[src/rtl/el2_pkg.sv]
// el2_pkg: shared types for the LSU fault tracker slice.
//   el2_lsu_fault_pkt_t  precise fault packet carried D -> M -> R
//   EXC_ACCESS/MISALIGN  encodings of the exc_type field
//   el2_imp_state_e      state of the imprecise-error hold buffer
package el2_pkg;

    typedef struct packed {
        logic        valid;
        logic        store;
        logic        exc_type;
        logic [3:0]  mscause;
        logic [31:0] addr;
    } el2_lsu_fault_pkt_t;

    localparam logic EXC_ACCESS   = 1'b0;
    localparam logic EXC_MISALIGN = 1'b1;

    typedef enum logic {
        ImpIdle,
        ImpHeld
    } el2_imp_state_e;

endpackage

[src/rtl/el2_lsu_imprecise_buf.sv]
// el2_lsu_imprecise_buf: single-entry hold buffer for imprecise bus errors.
// Ports:
//   clk, rst_l              clock, synchronous active-low reset
//   bus_err_valid/store/addr one-cycle bus error response and its attributes
//   imprecise_ack            TLU has consumed the held error
//   imprecise_load_any       held error is a load
//   imprecise_store_any      held error is a store
//   imprecise_addr_any       held error address (0 when nothing held)
//   imprecise_drop_cnt       saturating count of errors dropped while held
module el2_lsu_imprecise_buf
    import el2_pkg::*;
#(
    parameter int unsigned DROP_CNT_W = 4
) (
    input  logic                  clk,
    input  logic                  rst_l,
    input  logic                  bus_err_valid,
    input  logic                  bus_err_store,
    input  logic [31:0]           bus_err_addr,
    input  logic                  imprecise_ack,
    output logic                  imprecise_load_any,
    output logic                  imprecise_store_any,
    output logic [31:0]           imprecise_addr_any,
    output logic [DROP_CNT_W-1:0] imprecise_drop_cnt
);

    localparam logic [DROP_CNT_W-1:0] CntOne = 1;

    el2_imp_state_e        state_q, state_d;
    logic                  held_store_q;
    logic [31:0]           held_addr_q;
    logic [DROP_CNT_W-1:0] drop_cnt_q;
    logic                  latch_new;
    logic                  drop_err;
    logic                  held;

    // An ack in the same cycle frees the entry, so the new error takes it
    // instead of being dropped.
    assign latch_new = bus_err_valid & ((state_q == ImpIdle) | imprecise_ack);
    assign drop_err  = bus_err_valid & (state_q == ImpHeld) & ~imprecise_ack;

    // State register
    always_ff @(posedge clk) begin
        if (!rst_l) begin
            state_q      <= ImpIdle;
            held_store_q <= 1'b0;
            held_addr_q  <= '0;
            drop_cnt_q   <= '0;
        end else begin
            state_q <= state_d;
            if (latch_new) begin
                held_store_q <= bus_err_store;
                held_addr_q  <= bus_err_addr;
            end
            if (drop_err && !(&drop_cnt_q)) begin
                drop_cnt_q <= drop_cnt_q + CntOne;
            end
        end
    end

    // Next-state logic
    always_comb begin
        state_d = state_q;
        unique case (state_q)
            ImpIdle: if (bus_err_valid) state_d = ImpHeld;
            ImpHeld: if (imprecise_ack && !bus_err_valid) state_d = ImpIdle;
            default: state_d = ImpIdle;
        endcase
    end

    // Outputs
    always_comb begin
        held                = (state_q == ImpHeld);
        imprecise_load_any  = held & ~held_store_q;
        imprecise_store_any = held & held_store_q;
        imprecise_addr_any  = held ? held_addr_q : 32'h0;
        imprecise_drop_cnt  = drop_cnt_q;
    end

endmodule

[src/rtl/el2_lsu_fault_tracker.sv]
// el2_lsu_fault_tracker: carries D-stage LSU address-check faults through M and R
// and presents a precise error packet at R; optionally holds imprecise bus errors.
// Ports:
//   clk, rst_l                    clock, synchronous active-low reset
//   lsu_valid_d, lsu_store_d       LSU instruction in D and its type
//   access_fault_d, misaligned_fault_d, exc_mscause_d, start_addr_d  D-stage check results
//   flush_m_up, flush_r            pipeline kills
//   err_*_r                        precise exception packet at R
//   bus_err_*, imprecise_ack       imprecise error input and TLU handshake
//   imprecise_*                    held imprecise error and dropped-error count
module el2_lsu_fault_tracker
    import el2_pkg::*;
#(
    parameter int unsigned DROP_CNT_W   = 4,
    parameter bit          EN_IMPRECISE = 1'b1
) (
    input  logic                  clk,
    input  logic                  rst_l,
    input  logic                  lsu_valid_d,
    input  logic                  lsu_store_d,
    input  logic                  access_fault_d,
    input  logic                  misaligned_fault_d,
    input  logic [3:0]            exc_mscause_d,
    input  logic [31:0]           start_addr_d,
    input  logic                  flush_m_up,
    input  logic                  flush_r,
    input  logic                  bus_err_valid,
    input  logic                  bus_err_store,
    input  logic [31:0]           bus_err_addr,
    input  logic                  imprecise_ack,
    output logic                  err_valid_r,
    output logic                  err_store_r,
    output logic                  err_exc_type_r,
    output logic [3:0]            err_mscause_r,
    output logic [31:0]           err_addr_r,
    output logic                  imprecise_load_any,
    output logic                  imprecise_store_any,
    output logic [31:0]           imprecise_addr_any,
    output logic [DROP_CNT_W-1:0] imprecise_drop_cnt
);

    logic               fault_d;
    el2_lsu_fault_pkt_t pkt_m_q;
    el2_lsu_fault_pkt_t pkt_r_q;

    assign fault_d = lsu_valid_d & (access_fault_d | misaligned_fault_d);

    // M stage: payload only moves on a fault so a stale packet stays put otherwise.
    always_ff @(posedge clk) begin
        if (!rst_l) begin
            pkt_m_q <= '0;
        end else begin
            pkt_m_q.valid <= fault_d & ~flush_m_up;
            if (fault_d) begin
                pkt_m_q.store    <= lsu_store_d;
                pkt_m_q.exc_type <= misaligned_fault_d ? EXC_MISALIGN : EXC_ACCESS;
                pkt_m_q.mscause  <= exc_mscause_d;
                pkt_m_q.addr     <= start_addr_d;
            end
        end
    end

    // R stage: flush_m_up also kills the instruction leaving M.
    always_ff @(posedge clk) begin
        if (!rst_l) begin
            pkt_r_q <= '0;
        end else begin
            pkt_r_q       <= pkt_m_q;
            pkt_r_q.valid <= pkt_m_q.valid & ~flush_m_up;
        end
    end

    always_comb begin
        err_valid_r    = pkt_r_q.valid & ~flush_r;
        err_store_r    = pkt_r_q.store;
        err_exc_type_r = pkt_r_q.exc_type;
        err_mscause_r  = pkt_r_q.mscause;
        err_addr_r     = pkt_r_q.addr;
    end

    if (EN_IMPRECISE) begin : g_imprecise
        el2_lsu_imprecise_buf #(
            .DROP_CNT_W(DROP_CNT_W)
        ) u_imprecise_buf (
            .clk                (clk),
            .rst_l              (rst_l),
            .bus_err_valid      (bus_err_valid),
            .bus_err_store      (bus_err_store),
            .bus_err_addr       (bus_err_addr),
            .imprecise_ack      (imprecise_ack),
            .imprecise_load_any (imprecise_load_any),
            .imprecise_store_any(imprecise_store_any),
            .imprecise_addr_any (imprecise_addr_any),
            .imprecise_drop_cnt (imprecise_drop_cnt)
        );
    end else begin : g_no_imprecise
        assign imprecise_load_any  = 1'b0;
        assign imprecise_store_any = 1'b0;
        assign imprecise_addr_any  = 32'h0;
        assign imprecise_drop_cnt  = '0;
    end

endmodule

[config.mk]
export PLATFORM = sky130hd
export DESIGN_NAME = el2_lsu_fault_tracker
export DESIGN_NICKNAME = d
export VERILOG_FILES = /design/src/rtl/el2_pkg.sv /design/src/rtl/el2_lsu_imprecise_buf.sv /design/src/rtl/el2_lsu_fault_tracker.sv
export SDC_FILE = /design/constraint.sdc
export NUM_CORES = 1
export LEC_CHECK = 0
export CORE_ASPECT_RATIO = 1.2
export CORE_UTILIZATION = 44
export CTS_CLUSTER_DIAMETER = 30
export DETAILED_ROUTE_END_ITERATION = 12
export PLACE_DENSITY_LB_ADDON = 0.3
export SLEW_MARGIN = 40
export SYNTH_ARGS = -nofsm -noshare
export SYNTH_HDL_FRONTEND = slang
export SYNTH_SLANG_ARGS = --single-unit
[constraint.sdc]
create_clock -name clk -period 1.6 [get_ports clk]
set_input_delay 0.32 -clock clk [delete_from_list [all_inputs] [get_ports clk]]
set_output_delay 0.32 -clock clk [all_outputs]
set_load 0.01 [all_outputs]
==> report_table.html, run 1 <==
<table>
<tr><th>Metric</th><th>Value</th></tr>
<tr><th colspan="2">Detailed routing</th></tr>
<tr><td>Post-route DRC violation count</td><td>0</td></tr>
<tr><td>Initial DRC Count</td><td>133</td></tr>
<tr><td>Total vias in the final route</td><td>3738</td></tr>
<tr><td>First drt pass iteration count</td><td>4</td></tr>
<tr><td>Drt via density</td><td>4.867</td></tr>
<tr><td>Detailed Route WL</td><td>10520 µm</td></tr>
<tr><td>Remaining number of nets flagged by the antenna check after routing</td><td>0</td></tr>
<tr><td>Routed wire per std cell</td><td>13.69 µm</td></tr>
<tr><th colspan="2">Power and ir drop</th></tr>
<tr><td>Portion of total power attributed to combinational logic</td><td>10.5%</td></tr>
<tr><td>Standby leakage power</td><td>3.139 nW</td></tr>
<tr><td>Post-route total power</td><td>7.824 mW</td></tr>
<tr><td>Peak supply drop</td><td>roughly 740 µV</td></tr>
<tr><td>P_int</td><td>about 6 mW</td></tr>
<tr><td>Switching portion of total power</td><td>21.98%</td></tr>
<tr><td>Sequential share of power</td><td>40.3%</td></tr>
<tr><td>Switching power total</td><td>between 1.5 and 2 mW</td></tr>
<tr><td>Total power density per cell area</td><td>1199 nW/µm²</td></tr>
<tr><td>Share of total power in the clock network</td><td>49.2%</td></tr>
<tr><th colspan="2">Die</th></tr>
<tr><td>Rows</td><td>38</td></tr>
<tr><td>Core outline area</td><td>~9200 µm²</td></tr>
<tr><td>Die Y</td><td>roughly 110 µm</td></tr>
<tr><td>Die span in x</td><td>91.51 µm</td></tr>
<tr><td>Die ar.</td><td>10010 µm²</td></tr>
<tr><td>Initial standard-cell utilization of the core</td><td>46.10%</td></tr>
<tr><td>Number of top-level pins</td><td>156</td></tr>
<tr><th colspan="2">Clocking</th></tr>
<tr><td>Clock slew at the register clock pins of the worst setup and hold paths</td><td>~0.060 ns</td></tr>
<tr><td>Number of buffers added to fix hold violations after cts</td><td>0</td></tr>
<tr><td>Number of buffers created by CTS</td><td>17</td></tr>
<tr><td>Clock tree from TritonCTS</td><td>done</td></tr>
<tr><td>Clock network latency to the later pin of the worst-skew pair</td><td>approximately 0.51 ns</td></tr>
<tr><td>CTS root buf</td><td>sky130_fd_sc_hd__clkbuf_8</td></tr>
<tr><td>Sink Count</td><td>116</td></tr>
<tr><td>H-tree levels</td><td>4</td></tr>
<tr><td>Max Buffers Root-to-Sink</td><td>2</td></tr>
<tr><th colspan="2">Timing</th></tr>
<tr><td>Slack of the critical path</td><td>-0.1176 ns</td></tr>
<tr><td>Tcrit/Tclk final</td><td>107.3%</td></tr>
<tr><td>Max Transition Viols Final</td><td>0</td></tr>
<tr><td>Setup-violating endpoint count in the final report</td><td>22</td></tr>
<tr><td>Transition time of the tightest slew-check pin</td><td>0.2884 ns</td></tr>
<tr><td>Max frequency</td><td>0.5822 GHz</td></tr>
<tr><td>Final hold violations</td><td>0</td></tr>
<tr><td>Worst relative slew slack</td><td>80.78%</td></tr>
<tr><td>Clock period minus worst slack</td><td>~1.7 ns</td></tr>
<tr><td>Worst clock skew on the final layout</td><td>0.007749 ns</td></tr>
<tr><td>RSZ-0062 raised after global routing</td><td>yes</td></tr>
<tr><td>Worst hold slack</td><td>0.3844 ns</td></tr>
<tr><th colspan="2">Logic synthesis</th></tr>
<tr><td>Leading cell types by total area after synthesis</td><td>sky130_fd_sc_hd__dfxtp_1 (55%), sky130_fd_sc_hd__a21oi_1 (8.8%), sky130_fd_sc_hd__buf_4 (6.4%), sky130_fd_sc_hd__and2_1 (4.9%), sky130_fd_sc_hd__o21ai_0 (4.1%)</td></tr>
<tr><td>Count leader, synth</td><td>sky130_fd_sc_hd__dfxtp_1</td></tr>
<tr><td>EDFF count, synth</td><td>0</td></tr>
<tr><td>Post-synth top area share</td><td>54.90%</td></tr>
<tr><td>Total of warnings raised by yosys</td><td>0</td></tr>
<tr><td>Cell accounting for the most synthesized area</td><td>sky130_fd_sc_hd__dfxtp_1</td></tr>
<tr><td>Predominant post-synthesis flop cell</td><td>sky130_fd_sc_hd__dfxtp_1</td></tr>
<tr><td>Mean cell area of the mapped netlist</td><td>~8.5 µm²</td></tr>
<tr><td>Synthesized cell area</td><td>4230 µm²</td></tr>
<tr><td>Yosys cell types</td><td>29</td></tr>
<tr><td>Synthesized netlist cell count</td><td>approximately 500</td></tr>
<tr><td>Sequential fraction of the synthesis area</td><td>54.90%</td></tr>
<tr><td>Post-synthesis register bit count</td><td>116</td></tr>
<tr><td>Fraction of registers with async set/reset</td><td>0%</td></tr>
<tr><td>Synthesized Nets</td><td>a little under 600</td></tr>
<tr><td>Top cells by instance count after synthesis</td><td>sky130_fd_sc_hd__dfxtp_1 (116), sky130_fd_sc_hd__a21oi_1 (74), sky130_fd_sc_hd__inv_1 (40)</td></tr>
<tr><th colspan="2">GRT</th></tr>
<tr><td>Fraction of met1 tracks used by global routing</td><td>23.03%</td></tr>
<tr><td>Maximum number of pins on one net before global-route repair</td><td>41</td></tr>
<tr><td>Met2 layer usage reported by global route</td><td>approximately two fifths</td></tr>
<tr><td>Number of global-route vias before repair</td><td>3699</td></tr>
<tr><td>Initial antenna violation count</td><td>0</td></tr>
<tr><td>First-pass GRT wire length</td><td>between 15000 and 20000 µm</td></tr>
<tr><td>Global routing met3 resource utilization</td><td>8.160%</td></tr>
<tr><td>Total Routing Usage GR</td><td>around 21%</td></tr>
<tr><td>Layer carrying the most global-route usage</td><td>met2</td></tr>
<tr><td>Overflow left after global routing</td><td>0</td></tr>
<tr><th colspan="2">Critical path</th></tr>
<tr><td>CP Launch Type</td><td>flop</td></tr>
<tr><td>Worst path required time</td><td>1.28 ns</td></tr>
<tr><td>Crit path arrival time</td><td>between 1 and 1.5 ns</td></tr>
<tr><td>WS Path Type</td><td>reg2out</td></tr>
<tr><td>Critical Path Fanout Max</td><td>6</td></tr>
<tr><td>Worst Setup EP</td><td>imprecise_addr_any[10]</td></tr>
<tr><td>Setup crit end kind</td><td>primary output</td></tr>
<tr><td>Launching element of the worst setup path</td><td>g_imprecise.u_imprecise_buf.held</td></tr>
<tr><td>Minimum setup slack among reg-to-reg paths</td><td>0.09 ns</td></tr>
<tr><td>Launch instance of the worst register-to-register path</td><td>g_imprecise.u_imprecise_buf.held</td></tr>
<tr><td>Number of cells traversed by the worst register-to-register path</td><td>6</td></tr>
<tr><th colspan="2">Outcome</th></tr>
<tr><td>Status</td><td>complete, but fails checks</td></tr>
<tr><td>Violations in the final reports</td><td>setup timing</td></tr>
<tr><th colspan="2">Place</th></tr>
<tr><td>Number of input and output port buffers inserted</td><td>155</td></tr>
<tr><td>Placer Congestion</td><td>0.7283</td></tr>
<tr><td>HPWL after detailed placement</td><td>6771 µm</td></tr>
<tr><th colspan="2">Run</th></tr>
<tr><td>Maxcap violations</td><td>0</td></tr>
<tr><th colspan="2">Hold path</th></tr>
<tr><td>HP Class</td><td>in2reg</td></tr>
<tr><th colspan="2">Layout</th></tr>
<tr><td>Final layout net count</td><td>around 720</td></tr>
<tr><td>Antenna diode instance count</td><td>0</td></tr>
<tr><td>Layout Utilization</td><td>71.09%</td></tr>
<tr><td>Fraction of final layout cells sized beyond drive strength 1</td><td>roughly a fifth</td></tr>
<tr><td>Growth of design area from synthesis to finish</td><td>54.21%</td></tr>
</table>
==> repair_timing <==
action,in CTS,in global routing
gates resized for setup,230,27
cloned,3,1
setup endpoints to repair,77,39
setup buffers,9,1
pin swaps,24,6
==> metrics by stage <==
step | TNS [ns] | cells | cell area, µm² | worst slack (ns)
floorplan | 0 | 498 | 4230 | 0.2798
global placement | -1.183 | 722 | 5725 | -0.09015
detailed placement | -3.304 | 722 | 5725 | -0.1667
CTS | -2.048 | 766 | 6416 | -0.1561
global route | -2.944 | 768 | 6524 | -0.1590
finish | -1.350 | 768 | 6524 | -0.1176
==> final cells by class <==
cell class | instances | area, µm²
well taps | 120 | 150.1
inverters | 41 | 153.9
flip-flops and latches | 116 | 2327
clock inverters | 13 | 181.4
fillers | 706 | 2653
multi-input cells | 272 | 1428
repair buffers | 187 | 1852
clock buffers | 19 | 431.7
==> registers in the layout (all words and copies together), names as in the netlist <==
name and cells:
err_mscause_r 4, g_imprecise.u_imprecise_buf.held_store_q 1, g_imprecise.u_imprecise_buf.imprecise_drop_cnt 4, err_store_r 1, err_exc_type_r 1, pkt_m_q 39, err_addr_r 32, g_imprecise.u_imprecise_buf.held_addr_q 32
g_imprecise.u_imprecise_buf.held 1, pkt_r_q 1
==> power by group through the flow <==
stage               registers, mW  logic, mW  clock network [mW]
finish                       3.15      0.821                3.85
global route                 3.17      0.898                4.05
CTS                          3.15      0.798                3.92
detailed placement           3.21      0.786                   0
global placement             3.20      0.767                   0
floorplan                    3.19      0.401                   0
==> cells by family (layout without fill, tap and decap cells) <==
| logic type | after synthesis | in the layout | synth area share (%) |
|---|---|---|---|
| DFF | 116 | 116 | 54.90 |
| AOI/OAI and AO/OA | 113 | 113 | 13.58 |
| buffers and inverters | 111 | 260 | 13.46 |
| and+or+nand+nor | 157 | 158 | 17.78 |
| adders and majority gates | 1 | 1 | 0.2957 |
==> layout by cell type, fill, tap and decap left out, types with 2 or more instances in the layout <==
cell	n
sky130_fd_sc_hd__nor2_1	38
sky130_fd_sc_hd__inv_1	40
sky130_fd_sc_hd__a21oi_1	74
sky130_fd_sc_hd__buf_2	7
sky130_fd_sc_hd__nor2b_1	2
sky130_fd_sc_hd__o21ai_0	35
sky130_fd_sc_hd__clkinv_2	3
sky130_fd_sc_hd__buf_4	13
sky130_fd_sc_hd__nand2_1	39
sky130_fd_sc_hd__clkbuf_8	2
sky130_fd_sc_hd__buf_12	5
sky130_fd_sc_hd__and2_4	27
sky130_fd_sc_hd__and2_1	6
sky130_fd_sc_hd__dfxtp_1	114
sky130_fd_sc_hd__nand3_1	34
sky130_fd_sc_hd__nor3_1	2
sky130_fd_sc_hd__dlygate4sd2_1	43
sky130_fd_sc_hd__bufinv_16	4
sky130_fd_sc_hd__buf_6	41
sky130_fd_sc_hd__clkinvlp_4	5
sky130_fd_sc_hd__clkdlybuf4s50_1	78
sky130_fd_sc_hd__clkbuf_16	16
==> per-layer routing <==
| metal | vias to the layer above | part of all wire (%) | wire length, µm |
|---|---|---|---|
| li1 | 1846 | - | - |
| met5 | - | 0 | 0 |
| met4 | 0 | 1.6 | 173 |
| met3 | 19 | 8.6 | 901 |
| met1 | 1708 | 38 | 4015 |
| met2 | 165 | 52 | 5426 |
==> critical path, stage by stage, from the launching register on <==
cell	delay (ns)
sky130_fd_sc_hd__dfxtp_4	0.38
sky130_fd_sc_hd__buf_6	0.14
sky130_fd_sc_hd__buf_6	0.11
sky130_fd_sc_hd__and2_4	0.15
sky130_fd_sc_hd__buf_6	0.11
==> how the worst min path moves through the flow <==
stage	start	end	slack, ns	depth (start not counted)
6_report	bus_err_addr[4]	g_imprecise.u_imprecise_buf.held_addr_q[4]	0.38	3
5_1_grt	flush_m_up	pkt_r_q[38]	0.36	2
4_1_cts	bus_err_addr[11]	g_imprecise.u_imprecise_buf.held_addr_q[11]	0.36	3
3_5_place_dp	pkt_m_q[4]	err_addr_r[4]	0.42	2
3_3_place_gp	pkt_m_q[34]	err_mscause_r[2]	0.41	2
2_1_floorplan	flush_m_up	pkt_r_q[38]	0.40	1
No activity file was read; power rests on OpenSTA's default activity.
==> run 2: changes to the inputs <==
Settings changed: CELL_PAD_IN_SITES_DETAIL_PLACEMENT set to 1, CELL_PAD_IN_SITES_GLOBAL_PLACEMENT set to 1, CORE_UTILIZATION 44 to 32.
==> run 2 against run 1 <==
Compared with the run above: the run now ends clean; highest routed layer unchanged; fmax grew 8.0%; clock skew is 0.0022 ns higher; setup slack gained 0.13 ns; non-clock buffer count fell by 13; power is 1.7% lower; combinational power fell by 3.9%; flip-flop and latch count stayed put; first-iteration DRC count is 30% lower; routed wire length rose by 13%; critical path depth fell by 1.
==> report_table.html, run 2 (synthesized netlist as in run 1, its figures left out) <==
<table>
<tr><th>Metric</th><th>Value</th></tr>
<tr><th colspan="2">Detailed routing</th></tr>
<tr><td>Post-route DRC violation count</td><td>0 (unchanged)</td></tr>
<tr><td>Total vias in the final route</td><td>3738 (unchanged)</td></tr>
<tr><td>First drt pass iteration count</td><td>4 (unchanged)</td></tr>
<tr><td>Detailed Route WL</td><td>11870 µm (+13%)</td></tr>
<tr><td>Initial DRC Count</td><td>93 (-30%)</td></tr>
<tr><td>Drt via density</td><td>4.684 (-3.8%)</td></tr>
<tr><td>Remaining number of nets flagged by the antenna check after routing</td><td>0 (unchanged)</td></tr>
<tr><td>Routed wire per std cell</td><td>14.87 µm (+8.6%)</td></tr>
<tr><th colspan="2">Timing</th></tr>
<tr><td>RSZ-0062 raised after global routing</td><td>yes</td></tr>
<tr><td>Worst clock skew on the final layout</td><td>0.009946 ns (+0.002197 ns)</td></tr>
<tr><td>Max Transition Viols Final</td><td>0 (unchanged)</td></tr>
<tr><td>Max frequency</td><td>0.6285 GHz (+8.0%)</td></tr>
<tr><td>Transition time of the tightest slew-check pin</td><td>0.3649 ns (+0.07649 ns)</td></tr>
<tr><td>Summed negative setup slack over all endpoints</td><td>0 ns (+1.350 ns)</td></tr>
<tr><td>Final hold violations</td><td>0 (unchanged)</td></tr>
<tr><td>Worst relative slew slack</td><td>75.68% (-5.1 points)</td></tr>
<tr><td>Setup-violating endpoint count in the final report</td><td>0 (-100%)</td></tr>
<tr><td>Tcrit/Tclk final</td><td>99.44% (-7.9 points)</td></tr>
<tr><td>Clock period minus worst slack</td><td>1.591 ns (-0.1266 ns)</td></tr>
<tr><th colspan="2">Layout</th></tr>
<tr><td>Most common cell after layout, fill and taps aside</td><td>sky130_fd_sc_hd__dfxtp_1</td></tr>
<tr><td>Most frequent cells in the layout</td><td>sky130_fd_sc_hd__dfxtp_1 (115), sky130_fd_sc_hd__clkdlybuf4s50_1 (82), sky130_fd_sc_hd__a21oi_1 (74)</td></tr>
<tr><td>Final Non-Filler Cells</td><td>798 (+3.9%)</td></tr>
<tr><td>Final layout net count</td><td>701 (-2.0%)</td></tr>
<tr><td>Fraction of final layout cells sized beyond drive strength 1</td><td>15.30% (-4.9 points)</td></tr>
<tr><td>Register containing the most flip-flops in the final layout</td><td>pkt_m_q</td></tr>
<tr><td>Antenna diode instance count</td><td>0 (unchanged)</td></tr>
<tr><td>Growth of design area from synthesis to finish</td><td>50.22%</td></tr>
<tr><td>Largest register FFs</td><td>39 (unchanged)</td></tr>
<tr><td>Fill cell instance count of the final layout</td><td>1467 (+110%)</td></tr>
<tr><th colspan="2">Clocking</th></tr>
<tr><td>Clock tree from TritonCTS</td><td>done</td></tr>
<tr><td>Post-CTS Setup Inserts</td><td>0 (-9)</td></tr>
<tr><td>Sink Count</td><td>116 (unchanged)</td></tr>
<tr><td>Number of buffers created by CTS</td><td>17 (unchanged)</td></tr>
<tr><td>Max Buffers Root-to-Sink</td><td>2 (unchanged)</td></tr>
<tr><td>H-tree levels</td><td>4 (unchanged)</td></tr>
<tr><td>Clock network latency to the later pin of the worst-skew pair</td><td>0.41 ns (-0.10 ns)</td></tr>
<tr><td>Clock slew at the register clock pins of the worst setup and hold paths</td><td>0.05 ns (about the same)</td></tr>
<tr><td>CTS root buf</td><td>sky130_fd_sc_hd__clkbuf_16</td></tr>
<tr><th colspan="2">Power and ir drop</th></tr>
<tr><td>P_int</td><td>5.863 mW (-3.9%)</td></tr>
<tr><td>Total power density per cell area</td><td>1210 nW/µm² (+0.93%)</td></tr>
<tr><td>Switching power total</td><td>1.829 mW (+6.3%)</td></tr>
<tr><td>Switching portion of total power</td><td>23.78% (+1.8 points)</td></tr>
<tr><td>Portion of total power attributed to combinational logic</td><td>10.3% (-0.2 points)</td></tr>
<tr><td>Peak supply drop</td><td>712.2 µV (-4.0%)</td></tr>
<tr><td>Share of total power in the clock network</td><td>48.8% (-0.4 points)</td></tr>
<tr><td>Sequential share of power</td><td>40.9% (+0.6 points)</td></tr>
<tr><td>Standby leakage power</td><td>3.310 nW (+5.5%)</td></tr>
<tr><th colspan="2">GRT</th></tr>
<tr><td>Maximum number of pins on one net before global-route repair</td><td>35 (-15%)</td></tr>
<tr><td>Initial antenna violation count</td><td>0 (unchanged)</td></tr>
<tr><td>First-pass GRT wire length</td><td>18370 µm (+10%)</td></tr>
<tr><td>Overflow left after global routing</td><td>0 (unchanged)</td></tr>
<tr><td>Number of global-route vias before repair</td><td>3897 (+5.4%)</td></tr>
<tr><td>Total Routing Usage GR</td><td>17.28% (-4.2 points)</td></tr>
<tr><th colspan="2">Hold path</th></tr>
<tr><td>Hold-critical path depth</td><td>3 (unchanged)</td></tr>
<tr><td>Beginning of the worst hold path</td><td>rst_l</td></tr>
<tr><td>HP Class</td><td>in2reg</td></tr>
<tr><th colspan="2">Critical path</th></tr>
<tr><td>Critical Path Fanout Max</td><td>5 (-1)</td></tr>
<tr><td>Delay of the slowest cell on the worst path</td><td>0.42 ns (+0.04 ns)</td></tr>
<tr><td>Worst path required time</td><td>1.28 ns (about the same)</td></tr>
<tr><td>Worst path slowest cell</td><td>sky130_fd_sc_hd__dfxtp_4</td></tr>
<tr><td>Setup crit end kind</td><td>primary output</td></tr>
<tr><td>Worst Setup EP</td><td>imprecise_addr_any[11]</td></tr>
<tr><td>Number of cells traversed by the worst register-to-register path</td><td>4 (-2)</td></tr>
<tr><td>Launching element of the worst setup path</td><td>g_imprecise.u_imprecise_buf.held</td></tr>
<tr><td>Crit path arrival time</td><td>1.27 ns (-0.13 ns)</td></tr>
<tr><td>Minimum setup slack among reg-to-reg paths</td><td>0.21 ns (+0.12 ns)</td></tr>
<tr><td>Critical path, cell by cell</td><td>clkbuf_16, and2_1, buf_2</td></tr>
<tr><td>WS Path Type</td><td>reg2out</td></tr>
<tr><td>CP Launch Type</td><td>flop</td></tr>
<tr><th colspan="2">Die</th></tr>
<tr><td>Number of top-level pins</td><td>156 (unchanged)</td></tr>
<tr><td>Die ar.</td><td>13690 µm² (+37%)</td></tr>
<tr><td>Core outline area</td><td>12780 µm² (+39%)</td></tr>
<tr><td>Die Y</td><td>128.0 µm (+17%)</td></tr>
<tr><td>Initial standard-cell utilization of the core</td><td>33.10% (-13 points)</td></tr>
<tr><td>Die span in x</td><td>107.0 µm (+17%)</td></tr>
<tr><td>Rows</td><td>45 (+18%)</td></tr>
<tr><th colspan="2">Run</th></tr>
<tr><td>Maxcap violations</td><td>0 (unchanged)</td></tr>
<tr><th colspan="2">Place</th></tr>
<tr><td>Instance count after placement with tap cells included</td><td>763 (+5.7%)</td></tr>
<tr><td>Placer Congestion</td><td>0.7484 (+2.8%)</td></tr>
<tr><td>HPWL after detailed placement</td><td>8085 µm (+19%)</td></tr>
<tr><td>Number of input and output port buffers inserted</td><td>155 (unchanged)</td></tr>
<tr><th colspan="2">Outcome</th></tr>
<tr><td>Status</td><td>finished clean</td></tr>
</table>
## run 2: power groups by stage
stage	Clock (mW)	Combinational [mW]	Sequential, mW
floorplan	0	0.401	3.19
global placement	0	0.774	3.20
detailed placement	0	0.795	3.21
CTS	3.84	0.785	3.15
global route	3.97	0.865	3.17
finish	3.75	0.789	3.15
## run 2: final cells by class
cell class | count | area [µm²] | share of cell area (%)
Inverter | 41 | 153.9 | 2.422
Timing Repair Buffer | 174 | 1702 | 26.78
Sequential cell | 116 | 2326 | 36.60
Clock inverter | 13 | 148.9 | 2.343
Tap cell | 164 | 205.2 | 3.229
Multi-Input combinational cell | 271 | 1376 | 21.66
Clock buffer | 19 | 442.9 | 6.970
## run 2: critical path, delay by kind of cell (launching register included)
kind,cells,cell delay (ns)
buffers and inverters,2,0.31
flip-flops,1,0.42
AND/OR/NAND/NOR,1,0.13
## run 2: worst min path at each step
stage                     endpoint  slack, ns
finish                        flop       0.28
global route                  flop       0.30
CTS                           flop       0.28
detailed placement  err_addr_r[27]       0.42
global placement    err_exc_type_r       0.41
floorplan              pkt_r_q[38]       0.40
## run 2: routing by layer
layer | track usage [%] | routed length, µm | vias up
met5 | 0 | 0 | -
met4 | 5.318 | 106 | 0
met3 | 6.050 | 817 | 11
met2 | 32.11 | 6213 | 117
met1 | 18.07 | 4729 | 1785
li1 | - | - | 1825
## run 2: repair_timing
| item | in CTS | in global routing |
|---|---|---|
| gates resized for setup | 154 | 39 |
| gates cloned | 1 | 2 |
| setup endpoints to repair | 47 | 26 |
| hold buffers | 0 | 0 |
## run 2: stage by stage
step           setup slack, ns  utilization [%]  total power [mW]  hold WS [ns]  cell area [µm²]
5_1_grt               -0.02213            49.72             8.005        0.2998             6355
2_1_floorplan           0.2798                -             3.588        0.3961             4230
4_1_cts               -0.05367            48.44             7.771        0.2814             6191
3_5_place_dp           -0.1982            44.88             4.004        0.4237             5736
3_3_place_gp           -0.1482            44.88             3.973        0.4121             5736
6_report              0.008997            49.72             7.692        0.2810             6355
==> run 3: changes to the inputs <==
Settings changed: TNS_END_PERCENT set to 1.
==> run 3 against run 2 <==
Compared with the run above: power shrank 0.41%; die area did not move; critical path depth is the same; combinational power is 2.7% lower; count of clock-buffer cells in the layout is the same; fmax rose by 1.9%; global-route usage is the same; critical path type unchanged; routed wire length is 1.4% lower; largest power group unchanged; cell area down 1.4%; hold slack gained 0.0017 ns.
==> report_table.html, run 3 (synthesized netlist as in run 1, its figures left out) <==
<table>
<tr><th>Metric</th><th>Value</th></tr>
<tr><th colspan="2">Layout</th></tr>
<tr><td>Most common cell after layout, fill and taps aside</td><td>sky130_fd_sc_hd__dfxtp_1</td></tr>
<tr><td>Cell area after layout</td><td>6264 µm² (-1.4%)</td></tr>
<tr><td>Fraction of final layout cells sized beyond drive strength 1</td><td>14.06% (-1.2 points)</td></tr>
<tr><td>Final layout net count</td><td>700 (-0.14%)</td></tr>
<tr><td>Multi-input logic area</td><td>1354 µm² (-1.6%)</td></tr>
<tr><td>Most frequent cells in the layout</td><td>sky130_fd_sc_hd__dfxtp_1 (115), sky130_fd_sc_hd__clkdlybuf4s50_1 (82), sky130_fd_sc_hd__a21oi_1 (74)</td></tr>
<tr><td>Antenna diode instance count</td><td>0 (unchanged)</td></tr>
<tr><td>Largest register FFs</td><td>39 (unchanged)</td></tr>
<tr><td>Register containing the most flip-flops in the final layout</td><td>pkt_m_q</td></tr>
<tr><td>Fill cell instance count of the final layout</td><td>1474 (+0.48%)</td></tr>
<tr><td>Growth of design area from synthesis to finish</td><td>48.06%</td></tr>
<tr><td>Layout Utilization</td><td>49.01% (-0.71 points)</td></tr>
<tr><td>Sequential Area</td><td>2326 µm² (unchanged)</td></tr>
<tr><th colspan="2">Timing</th></tr>
<tr><td>Max Transition Viols Final</td><td>0 (unchanged)</td></tr>
<tr><td>Clock period minus worst slack</td><td>1.561 ns (-0.03016 ns)</td></tr>
<tr><td>RSZ-0062 raised after global routing</td><td>no</td></tr>
<tr><td>Transition time of the tightest slew-check pin</td><td>0.3625 ns (-0.002379 ns)</td></tr>
<tr><td>Worst relative slew slack</td><td>75.83% (+0.16 points)</td></tr>
<tr><td>Final hold violations</td><td>0 (unchanged)</td></tr>
<tr><td>Tcrit/Tclk final</td><td>97.55% (-1.9 points)</td></tr>
<tr><td>Worst clock skew on the final layout</td><td>0.01016 ns (+0.0002112 ns)</td></tr>
<tr><td>Setup-violating endpoint count in the final report</td><td>0 (unchanged)</td></tr>
<tr><td>Max frequency</td><td>0.6407 GHz (+1.9%)</td></tr>
<tr><th colspan="2">Detailed routing</th></tr>
<tr><td>Initial DRC Count</td><td>100 (+7.5%)</td></tr>
<tr><td>Total vias in the final route</td><td>3723 (-0.40%)</td></tr>
<tr><td>Detailed Route WL</td><td>11700 µm (-1.4%)</td></tr>
<tr><td>Routed wire per std cell</td><td>14.68 µm (-1.3%)</td></tr>
<tr><td>Post-route DRC violation count</td><td>0 (unchanged)</td></tr>
<tr><td>Drt via density</td><td>4.671 (-0.28%)</td></tr>
<tr><td>First drt pass iteration count</td><td>4 (unchanged)</td></tr>
<tr><td>Remaining number of nets flagged by the antenna check after routing</td><td>0 (unchanged)</td></tr>
<tr><th colspan="2">Clocking</th></tr>
<tr><td>Sink Count</td><td>116 (unchanged)</td></tr>
<tr><td>Number of buffers added to fix hold violations after cts</td><td>0 (unchanged)</td></tr>
<tr><td>Clock slew at the register clock pins of the worst setup and hold paths</td><td>0.05 ns (about the same)</td></tr>
<tr><td>CTS root buf</td><td>sky130_fd_sc_hd__clkbuf_16</td></tr>
<tr><td>Max Buffers Root-to-Sink</td><td>2 (unchanged)</td></tr>
<tr><td>Post-CTS Setup Inserts</td><td>0 (unchanged)</td></tr>
<tr><td>Number of buffers created by CTS</td><td>17 (unchanged)</td></tr>
<tr><td>Clock network latency to the later pin of the worst-skew pair</td><td>0.41 ns (about the same)</td></tr>
<tr><td>H-tree levels</td><td>4 (unchanged)</td></tr>
<tr><td>Clock tree from TritonCTS</td><td>done</td></tr>
<tr><th colspan="2">Critical path</th></tr>
<tr><td>Critical path, cell by cell</td><td>buf_12, and2_1, clkbuf_2</td></tr>
<tr><td>Crit path arrival time</td><td>1.24 ns (-0.03 ns)</td></tr>
<tr><td>Setup crit end kind</td><td>primary output</td></tr>
<tr><td>Minimum setup slack among reg-to-reg paths</td><td>0.22 ns (about the same)</td></tr>
<tr><td>WS Path Type</td><td>reg2out</td></tr>
<tr><td>Largest delay share family, worst path</td><td>flip-flops</td></tr>
<tr><td>CP Launch Type</td><td>flop</td></tr>
<tr><td>Delay of the slowest cell on the worst path</td><td>0.40 ns (-0.02 ns)</td></tr>
<tr><td>Number of cells traversed by the worst register-to-register path</td><td>4 (unchanged)</td></tr>
<tr><td>Launching element of the worst setup path</td><td>g_imprecise.u_imprecise_buf.held</td></tr>
<tr><td>WP buf/inv</td><td>2 (unchanged)</td></tr>
<tr><td>Worst path required time</td><td>1.28 ns (about the same)</td></tr>
<tr><td>Worst path slowest cell</td><td>sky130_fd_sc_hd__dfxtp_4</td></tr>
<tr><td>Critical Path Fanout Max</td><td>10 (+5)</td></tr>
<tr><th colspan="2">Die</th></tr>
<tr><td>Rows</td><td>45 (unchanged)</td></tr>
<tr><td>Die span in x</td><td>107.0 µm (unchanged)</td></tr>
<tr><td>Die ar.</td><td>13690 µm² (unchanged)</td></tr>
<tr><td>Core outline area</td><td>12780 µm² (unchanged)</td></tr>
<tr><td>Die Y</td><td>128.0 µm (unchanged)</td></tr>
<tr><td>Initial standard-cell utilization of the core</td><td>33.10% (unchanged)</td></tr>
<tr><td>Number of top-level pins</td><td>156 (unchanged)</td></tr>
<tr><th colspan="2">GRT</th></tr>
<tr><td>Number of global-route vias before repair</td><td>3901 (+0.10%)</td></tr>
<tr><td>Overflow left after global routing</td><td>0 (unchanged)</td></tr>
<tr><td>Initial antenna violation count</td><td>0 (unchanged)</td></tr>
<tr><td>First-pass GRT wire length</td><td>18370 µm (about the same)</td></tr>
<tr><td>Total Routing Usage GR</td><td>17.28% (unchanged)</td></tr>
<tr><td>Maximum number of pins on one net before global-route repair</td><td>35 (unchanged)</td></tr>
<tr><th colspan="2">Hold path</th></tr>
<tr><td>HP Class</td><td>in2reg</td></tr>
<tr><td>Hold-critical path depth</td><td>3 (unchanged)</td></tr>
<tr><td>Beginning of the worst hold path</td><td>rst_l</td></tr>
<tr><th colspan="2">Power and ir drop</th></tr>
<tr><td>Switching portion of total power</td><td>23.69% (-0.093 points)</td></tr>
<tr><td>P_int</td><td>5.846 mW (-0.29%)</td></tr>
<tr><td>Total power density per cell area</td><td>1223 nW/µm² (+1.0%)</td></tr>
<tr><td>Share of total power in the clock network</td><td>48.9% (about the same)</td></tr>
<tr><td>Portion of total power attributed to combinational logic</td><td>10.0% (-0.3 points)</td></tr>
<tr><td>Switching power total</td><td>1.814 mW (-0.80%)</td></tr>
<tr><td>Peak supply drop</td><td>707.2 µV (-0.70%)</td></tr>
<tr><td>Sequential share of power</td><td>41.1% (+0.2 points)</td></tr>
<tr><td>Standby leakage power</td><td>3.281 nW (-0.90%)</td></tr>
<tr><th colspan="2">Place</th></tr>
<tr><td>Post-place instance area</td><td>5736 µm² (unchanged)</td></tr>
<tr><td>HPWL after detailed placement</td><td>8085 µm (unchanged)</td></tr>
<tr><td>Number of input and output port buffers inserted</td><td>155 (unchanged)</td></tr>
<tr><td>Placer Congestion</td><td>0.7484 (unchanged)</td></tr>
<tr><th colspan="2">Outcome</th></tr>
<tr><td>Status</td><td>finished clean</td></tr>
<tr><th colspan="2">Run</th></tr>
<tr><td>Maxcap violations</td><td>0 (unchanged)</td></tr>
</table>
[run 3: power by group through the flow]
stage / sequential [mW] / clock [mW] / combinational, mW
after floorplan: 3.19 / 0 / 0.401
after global routing: 3.17 / 3.97 / 0.844
after detailed placement: 3.21 / 0 / 0.795
after CTS: 3.15 / 3.84 / 0.784
after global placement: 3.20 / 0 / 0.774
final: 3.15 / 3.75 / 0.768
[run 3: worst max-delay path by stage]
stage / to / slack [ns] / cells after the start
floorplan: flop / 0.28 / 4
global placement: flop / -0.15 / 4
detailed placement: g_imprecise.u_imprecise_buf.held_addr_q[12] / -0.20 / 4
CTS: imprecise_addr_any[25] / -0.1 / 3
global route: err_mscause_r[1] / 0.003 / 1
finish: imprecise_addr_any[25] / 0.04 / 3
[run 3: repair_timing]
item / 4_1_cts / 5_1_grt
endpoints found under the setup margin: 47 / 28
gates cloned: 1 / 1
resized for setup: 148 / 30
[run 3: worst min-delay path, stage by stage]
cell and delay, ns:
sky130_fd_sc_hd__buf_2 0.11, sky130_fd_sc_hd__inv_2 0.09, sky130_fd_sc_hd__a21oi_1 0.12
[run 3: cell type report]
| class | instances | share of cell area (%) |
|---|---|---|
| sequential | 116 | 37.14 |
| timing repair buffer | 173 | 26.07 |
| multi-input combinational | 271 | 21.61 |
| clock buffer | 19 | 7.072 |
| tap | 164 | 3.276 |
| inverter | 41 | 2.457 |
| clock inverter | 13 | 2.377 |
[run 3: metrics by stage]
step	power (mW)	worst slack [ns]	TNS (ns)	hold WS (ns)	cells
after floorplan	3.588	0.2798	0	0.3961	498
after global placement	3.973	-0.1482	-3.264	0.4121	763
after detailed placement	4.004	-0.1982	-7.419	0.4237	763
after CTS	7.768	-0.09940	-0.2151	0.2814	796
after global routing	7.980	0.002977	0	0.2998	797
final	7.660	0.03916	0	0.2827	797
[run 3: routing by layer]
metal / vias up / routed length [µm] / global-route usage, %
li1: 1820 / - / -
met1: 1771 / 4617 / 18.10
met2: 121 / 6113 / 32.07
met3: 11 / 862 / 6.050
met4: 0 / 106 / 5.318
met5: - / 0 / 0
